### src/rtl/avg_threshold_detector_if.sv
// avg_threshold_detector_if
//   Sample stream from the moving-average stage into the threshold detector.
//   Ports / signals:
//     din        signed averaged sample, DATA_WIDTH bits
//     din_valid  one-cycle strobe marking din valid
//   Modports:
//     master  producer side (the averager, or a testbench)
//     slave   consumer side (avg_threshold_detector)
interface avg_threshold_detector_if #(
    parameter int DATA_WIDTH = 16
);
    logic signed [DATA_WIDTH-1:0] din;
    logic                         din_valid;

    modport master (output din, output din_valid);
    modport slave  (input  din, input  din_valid);
endinterface

### src/rtl/avg_threshold_detector.sv
// avg_threshold_detector
//   Classifies the averaged signal as HIGH/LOW with a hysteresis band and a
//   consecutive-sample debounce, emits registered rise/fall pulses, and
//   tracks the running max/min since reset or the last clear.
//   Ports:
//     clk, rst          clock and synchronous active-high reset
//     enable            block enable; low holds every register, pulses are 0
//     smp               sample stream (din, din_valid), slave modport
//     thr_high/thr_low  signed thresholds (>= thr_high above, <= thr_low below)
//     debounce          consecutive qualifying samples to change level (0 = 1)
//     clear             one-cycle request to restart max/min tracking
//     level             debounced level, 1 = HIGH
//     level_valid       set once the first sample has been classified
//     rise_pulse        one-cycle pulse on LOW->HIGH
//     fall_pulse        one-cycle pulse on HIGH->LOW
//     max_val/min_val   signed extremes since reset/clear
//     cfg_err           set while thr_low > thr_high
module avg_threshold_detector #(
    parameter int DATA_WIDTH = 16,
    parameter int CNT_WIDTH  = 4
) (
    input  logic                         clk,
    input  logic                         rst,
    input  logic                         enable,
    avg_threshold_detector_if.slave      smp,
    input  logic signed [DATA_WIDTH-1:0] thr_high,
    input  logic signed [DATA_WIDTH-1:0] thr_low,
    input  logic        [CNT_WIDTH-1:0]  debounce,
    input  logic                         clear,
    output logic                         level,
    output logic                         level_valid,
    output logic                         rise_pulse,
    output logic                         fall_pulse,
    output logic signed [DATA_WIDTH-1:0] max_val,
    output logic signed [DATA_WIDTH-1:0] min_val,
    output logic                         cfg_err
);

    localparam logic signed [DATA_WIDTH-1:0] MOST_NEG = {1'b1, {(DATA_WIDTH-1){1'b0}}};
    localparam logic signed [DATA_WIDTH-1:0] MOST_POS = {1'b0, {(DATA_WIDTH-1){1'b1}}};

    typedef enum logic [2:0] {
        ST_INIT,
        ST_LOW,
        ST_PEND_HIGH,
        ST_HIGH,
        ST_PEND_LOW
    } state_t;

    state_t                       state, state_next;
    logic        [CNT_WIDTH-1:0]  cnt, cnt_next;
    logic        [CNT_WIDTH:0]    cnt_inc;
    logic        [CNT_WIDTH-1:0]  d_eff;
    logic                         level_next, level_valid_next;
    logic                         rise_next, fall_next;
    logic signed [DATA_WIDTH-1:0] din;
    logic                         sample_cycle, cfg_bad, fsm_step;
    logic                         above, below, cnt_done;

    assign din          = smp.din;
    assign sample_cycle = enable && smp.din_valid;
    assign cfg_bad      = (thr_low > thr_high);
    // An inverted threshold pair freezes classification but not tracking.
    assign fsm_step     = sample_cycle && !cfg_bad;
    assign above        = (din >= thr_high);
    assign below        = (din <= thr_low);
    assign d_eff        = (debounce == '0) ? CNT_WIDTH'(1) : debounce;
    // One extra bit so the increment can never wrap; >= handles D shrinking
    // below an already accumulated count.
    assign cnt_inc      = {1'b0, cnt} + (CNT_WIDTH+1)'(1);
    assign cnt_done     = (cnt_inc >= {1'b0, d_eff});

    // State register plus the registered outputs of the classifier.
    always_ff @(posedge clk) begin
        if (rst) begin
            state       <= ST_INIT;
            cnt         <= '0;
            level       <= 1'b0;
            level_valid <= 1'b0;
            rise_pulse  <= 1'b0;
            fall_pulse  <= 1'b0;
        end else begin
            state       <= state_next;
            cnt         <= cnt_next;
            level       <= level_next;
            level_valid <= level_valid_next;
            rise_pulse  <= rise_next;
            fall_pulse  <= fall_next;
        end
    end

    // Next-state logic: moves only on accepted samples.
    always_comb begin
        state_next = state;
        cnt_next   = cnt;
        if (fsm_step) begin
            case (state)
                ST_INIT: begin
                    state_next = above ? ST_HIGH : ST_LOW;
                    cnt_next   = '0;
                end
                ST_LOW: begin
                    if (above) begin
                        if (d_eff == CNT_WIDTH'(1)) begin
                            state_next = ST_HIGH;
                            cnt_next   = '0;
                        end else begin
                            state_next = ST_PEND_HIGH;
                            cnt_next   = CNT_WIDTH'(1);
                        end
                    end
                end
                ST_PEND_HIGH: begin
                    if (!above) begin
                        state_next = ST_LOW;
                        cnt_next   = '0;
                    end else if (cnt_done) begin
                        state_next = ST_HIGH;
                        cnt_next   = '0;
                    end else begin
                        cnt_next   = cnt_inc[CNT_WIDTH-1:0];
                    end
                end
                ST_HIGH: begin
                    if (below) begin
                        if (d_eff == CNT_WIDTH'(1)) begin
                            state_next = ST_LOW;
                            cnt_next   = '0;
                        end else begin
                            state_next = ST_PEND_LOW;
                            cnt_next   = CNT_WIDTH'(1);
                        end
                    end
                end
                ST_PEND_LOW: begin
                    if (!below) begin
                        state_next = ST_HIGH;
                        cnt_next   = '0;
                    end else if (cnt_done) begin
                        state_next = ST_LOW;
                        cnt_next   = '0;
                    end else begin
                        cnt_next   = cnt_inc[CNT_WIDTH-1:0];
                    end
                end
                default: begin
                    state_next = ST_INIT;
                    cnt_next   = '0;
                end
            endcase
        end
    end

    // Output logic: level follows settled states only; pulses mark a real
    // level change, never the first classification out of INIT.
    always_comb begin
        level_next       = level;
        level_valid_next = level_valid;
        rise_next        = 1'b0;
        fall_next        = 1'b0;
        if (fsm_step) begin
            level_valid_next = 1'b1;
            if (state_next == ST_HIGH) begin
                level_next = 1'b1;
            end else if (state_next == ST_LOW) begin
                level_next = 1'b0;
            end
            rise_next = (state_next == ST_HIGH) &&
                        (state == ST_LOW || state == ST_PEND_HIGH);
            fall_next = (state_next == ST_LOW) &&
                        (state == ST_HIGH || state == ST_PEND_LOW);
        end
    end

    // Configuration check, refreshed on every enabled cycle.
    always_ff @(posedge clk) begin
        if (rst) begin
            cfg_err <= 1'b0;
        end else if (enable) begin
            cfg_err <= cfg_bad;
        end
    end

    // Extremes tracking; a clear coinciding with a sample restarts from it.
    always_ff @(posedge clk) begin
        if (rst) begin
            max_val <= MOST_NEG;
            min_val <= MOST_POS;
        end else if (enable) begin
            if (clear && smp.din_valid) begin
                max_val <= din;
                min_val <= din;
            end else if (clear) begin
                max_val <= MOST_NEG;
                min_val <= MOST_POS;
            end else if (smp.din_valid) begin
                if (din > max_val) max_val <= din;
                if (din < min_val) min_val <= din;
            end
        end
    end

endmodule

### src/flat_wrapper.sv
// flat-port wrapper written by rule: the top's interface ports become plain ports
module avg_threshold_detector_flat 
#(
    parameter int DATA_WIDTH = 16,
    parameter int CNT_WIDTH  = 4
)
  (clk, rst, enable, thr_high, thr_low, debounce, clear, level, level_valid, rise_pulse, fall_pulse, max_val, min_val, cfg_err, smp_din, smp_din_valid);
  avg_threshold_detector_if #(.DATA_WIDTH(DATA_WIDTH)) smp_i ();
  input  logic clk;
  input  logic rst;
  input  logic enable;
  input  logic signed [DATA_WIDTH-1:0] thr_high;
  input  logic signed [DATA_WIDTH-1:0] thr_low;
  input  logic        [CNT_WIDTH-1:0] debounce;
  input  logic clear;
  output logic level;
  output logic level_valid;
  output logic rise_pulse;
  output logic fall_pulse;
  output logic signed [DATA_WIDTH-1:0] max_val;
  output logic signed [DATA_WIDTH-1:0] min_val;
  output logic cfg_err;
  input wire logic [$bits(smp_i.din)-1:0] smp_din;
  input wire logic [$bits(smp_i.din_valid)-1:0] smp_din_valid;
  assign smp_i.din = smp_din;
  assign smp_i.din_valid = smp_din_valid;
  avg_threshold_detector #(.DATA_WIDTH(DATA_WIDTH), .CNT_WIDTH(CNT_WIDTH)) u_core (.clk(clk), .rst(rst), .enable(enable), .smp(smp_i), .thr_high(thr_high), .thr_low(thr_low), .debounce(debounce), .clear(clear), .level(level), .level_valid(level_valid), .rise_pulse(rise_pulse), .fall_pulse(fall_pulse), .max_val(max_val), .min_val(min_val), .cfg_err(cfg_err));
endmodule
### config.mk
export PLATFORM = sky130hd
export DESIGN_NAME = avg_threshold_detector_flat
export DESIGN_NICKNAME = d
export VERILOG_FILES = /design/src/rtl/avg_threshold_detector_if.sv /design/src/rtl/avg_threshold_detector.sv /design/src/flat_wrapper.sv
export SDC_FILE = /design/constraint.sdc
export NUM_CORES = 1
export LEC_CHECK = 0
export CORE_MARGIN = 1
export CORE_UTILIZATION = 40
export DETAILED_ROUTE_END_ITERATION = 7
export DONT_BUFFER_PORTS = 1
export GPL_ROUTABILITY_DRIVEN = 0
export SLEW_MARGIN = 30
export SYNTH_ARGS = -nofsm -noshare
export SYNTH_HDL_FRONTEND = slang
export SYNTH_SLANG_ARGS = --single-unit
export TNS_END_PERCENT = 1
### constraint.sdc
create_clock -name clk -period 2.69 [get_ports clk]
set_input_delay 0.4035 -clock clk [delete_from_list [all_inputs] [get_ports clk]]
set_output_delay 0.4035 -clock clk [all_outputs]
set_load 0.1 [all_outputs]
==> results.md <==
* Total number of nets in the final design at 647
* Minimum hold slack at 166 ps
* Gate count of the mapped netlist at 449
* Kind of launch point of the worst setup path: flip-flop
* Clock tree from TritonCTS: done
* Area of the core region at 9370 um2
* Primary FF master, synth: sky130_fd_sc_hd__dfxtp_1
* Number of input and output port buffers inserted at 0
* Most common cell after layout, fill and taps aside: sky130_fd_sc_hd__ha_1
* Worst reg2reg path endpoint: u_core.max_val[10]
* Max Root-Sink Buffers at 2
* Initial core utilization at 0.419
* Antenna cells at 0
* Detailed-route wire length per cell at 16.0 um
* Die span in x at 101 um
* Number of antenna violations at the first check in global routing at 0
* Number of pins with negative max-slew slack in the final report at 0
* Hold EP: u_core.cnt[0]
* Headroom to the max-slew limit at 0.352
* IO Pins at 94
* Kind of path behind the tightest hold check: primary input to flip-flop
* Layout Area Growth over Synthesis at 19.5%
* Number of buffers inserted by hold repair at cts at 0
* Leading cell types by total area after synthesis: sky130_fd_sc_hd__ha_1, sky130_fd_sc_hd__dfxtp_1, sky130_fd_sc_hd__inv_1
* Time the worst path needs with I/O delays and setup at 2580 ps
* Most frequent cells in the layout: sky130_fd_sc_hd__ha_1, sky130_fd_sc_hd__inv_1, sky130_fd_sc_hd__buf_4
* Ratio of total power to cell area at 428 nW/um2
* Drc violations at 0
* Slew @ Worst Pin at 971 ps
* First-pass GRT wire length at 16.5 mm
* Sum of routed wire length over all layers at 10.2 mm
* Peak ir drop on the vdd network at 0.207 mV
* Final setup violation count at 0
* Setup slack after placement at -251 ps
* Clock transition at the register clock pins on the worst setup and hold paths after CTS at 90 ps
* Leakage power of the design at 2.38 nW
* Clock skew at 10.8 ps
* Start point of the worst min-delay path: rst
* Number of vias after detailed routing at 3,538
* Via-per-instance ratio at 5.56
* Residual overflow from global routing at 0
* Ratio of cells with drive above 1 in the final layout at 0.243
* Final hold viol count at 0
* Insertion delay to the later sink of the worst-skew pair at 300 ps
* Status: completed
* Post-synth EDFFs at 0
* Core Rows at 35
* Area share of the largest cell type after synthesis at 0.268
* Number of buffers created by CTS at 5
* Share of synthesized flip-flops with an asynchronous set or reset at 0
* Worst R2R Start: u_core.max_val[9]
* Pin count of the biggest net entering global routing at 36
* Worst endpoint required time at 2890 ps
* Half-perimeter wire length of the detailed placement result at 8.53 mm
* Total number of yosys warnings at 0
* Area of the die at 10,200 um2
* Synth unique cells at 72
* Arrival time worst endpoint at 2770 ps
* Number of sinks handled by clock tree synthesis at 44
* Clock H-tree levels at 2
* Minimum setup slack among reg-to-reg paths at 110 ps
* Hold-critical path depth at 1
* Setup repair after global routing missed its margin: false
* Starting DRC count in detailed routing at 87
* Buffer type at the clock tree root: sky130_fd_sc_hd__clkbuf_8
* Number of nets produced by synthesis at 590
* Syn Area/Cell at 8.74 um2
* Number of global-route vias before repair at 3,609
* Share of the clock period used by the worst path at 0.958
* Minimum setup slack in the final design at 114 ps
* Flops & latches, synth at 44
* Crit Path Category: flip-flop to flip-flop
* DRT antenna net count at 0
* Number of cells on the worst reg-to-reg path at 10
* Sequential fraction of the synthesis area at 0.224
* Achievable clock frequency at 388 MHz
* Nature of the critical path endpoint: flip-flop
* Cell type with the largest total area after synthesis: sky130_fd_sc_hd__ha_1
* Die Span Y at 101 um
* Synthesized cell area at 3920 um2
* Number of detailed-route iterations in the first pass at 4
* Max-cap violations at 0
* Largest driver fanout on the critical path at 16
* GR Util All Layers at 0.206
-- repair_timing --
action,4_1_cts,5_1_grt
gates resized for setup,0,6
buffers inserted,0,2
endpoints found under the setup margin,0,38
-- worst max-delay path by stage --
stage	startpoint	to	depth (start not counted)
finish	u_core.max_val[9]	u_core.max_val[10]	10
detailed placement	thr_high[11]	u_core.cnt[2]	11
global placement	thr_high[9]	u_core.state[0]	10
global route	u_core.max_val[9]	u_core.max_val[1]	10
floorplan	u_core.min_val[13]	u_core.min_val[15]	8
CTS	thr_high[11]	u_core.fall_pulse	10
-- final cells by class --
type | count | area (um2)
Fill cell | 931 | 4680
Multi-Input combinational cell | 312 | 2720
Sequential cell | 44 | 918
Timing Repair Buffer | 62 | 478
Inverter | 81 | 304
Tap cell | 129 | 161
Clock buffer | 5 | 68.8
Clock inverter | 3 | 42.5
-- cells by family after synthesis --
| family | Yosys count | synth area share |
|---|---|---|
| mux | 2 | 0.00542 |
| xor+xnor | 3 | 0.00670 |
| fa+ha+maj | 84 | 0.268 |
| simple gates | 98 | 0.143 |
| buf+inv | 93 | 0.0934 |
| flops | 44 | 0.224 |
| compound gates | 125 | 0.259 |
-- state kept, by name, indices dropped and copies added (netlist names) --
| signal | cells |
|---|---|
| u_core.cnt | 4 |
| u_core.max_val | 16 |
| u_core.state | 3 |
| u_core.rise_pulse | 1 |
| u_core.level_valid | 1 |
| u_core.min_val | 16 |
| u_core.level | 1 |
| u_core.fall_pulse | 1 |
| u_core.cfg_err | 1 |
-- synthesized netlist by cell type (5+ instances only) --
cell                       count
sky130_fd_sc_hd__o21ai_0       8
sky130_fd_sc_hd__dfxtp_1      44
sky130_fd_sc_hd__nor2b_1       5
sky130_fd_sc_hd__ha_1         84
sky130_fd_sc_hd__nand2b_1      6
sky130_fd_sc_hd__a21oi_1      21
sky130_fd_sc_hd__a22o_1       15
sky130_fd_sc_hd__nor2_1       22
sky130_fd_sc_hd__o32a_1       15
sky130_fd_sc_hd__nand2_1      16
sky130_fd_sc_hd__clkbuf_1      6
sky130_fd_sc_hd__nand4_1      10
sky130_fd_sc_hd__inv_1        81
sky130_fd_sc_hd__a21o_1       15
sky130_fd_sc_hd__nor3_1        5
sky130_fd_sc_hd__and4_1        5
sky130_fd_sc_hd__nand3_1       5
-- layer usage --
layer / share of wire / track usage
met5: 0 / 0
met4: 0.017 / 0.0736
met2: 0.49 / 0.365
met1: 0.44 / 0.241
met3: 0.055 / 0.0472
-- through the flow --
stage	instances	setup TNS, ps	area [um2]	total power [mW]	util
2_1_floorplan	449	-112	3980	1.32	-
3_3_place_gp	626	-886	4520	1.47	0.482
3_5_place_dp	626	-1880	4520	1.49	0.482
4_1_cts	634	0	4630	2.01	0.494
5_1_grt	636	0	4690	2.12	0.500
6_report	636	0	4690	2.01	0.500
-- power breakdown --
| part | internal [mW] | total (mW) | leakage [nW] | switching, mW |
|---|---|---|---|---|
| combinational | 0.286 | 0.765 | 1.96 | 0.479 |
| sequential | 0.689 | 0.729 | 0.363 | 0.0406 |
| clock | 0.275 | 0.513 | 0.0541 | 0.238 |
-- worst max-delay path, cell delays in order, from the launching register on --
cell and delay [ps]:
sky130_fd_sc_hd__dfxtp_4 360, sky130_fd_sc_hd__inv_2 30, sky130_fd_sc_hd__ha_1 280, sky130_fd_sc_hd__a21o_1 180, sky130_fd_sc_hd__a21o_1 170, sky130_fd_sc_hd__a221o_1 360, sky130_fd_sc_hd__a21oi_2 150, sky130_fd_sc_hd__nand4b_1 120
sky130_fd_sc_hd__o211a_1 260, sky130_fd_sc_hd__a31o_4 310, sky130_fd_sc_hd__a22o_1 260
Power figures use the tool's default switching activity.
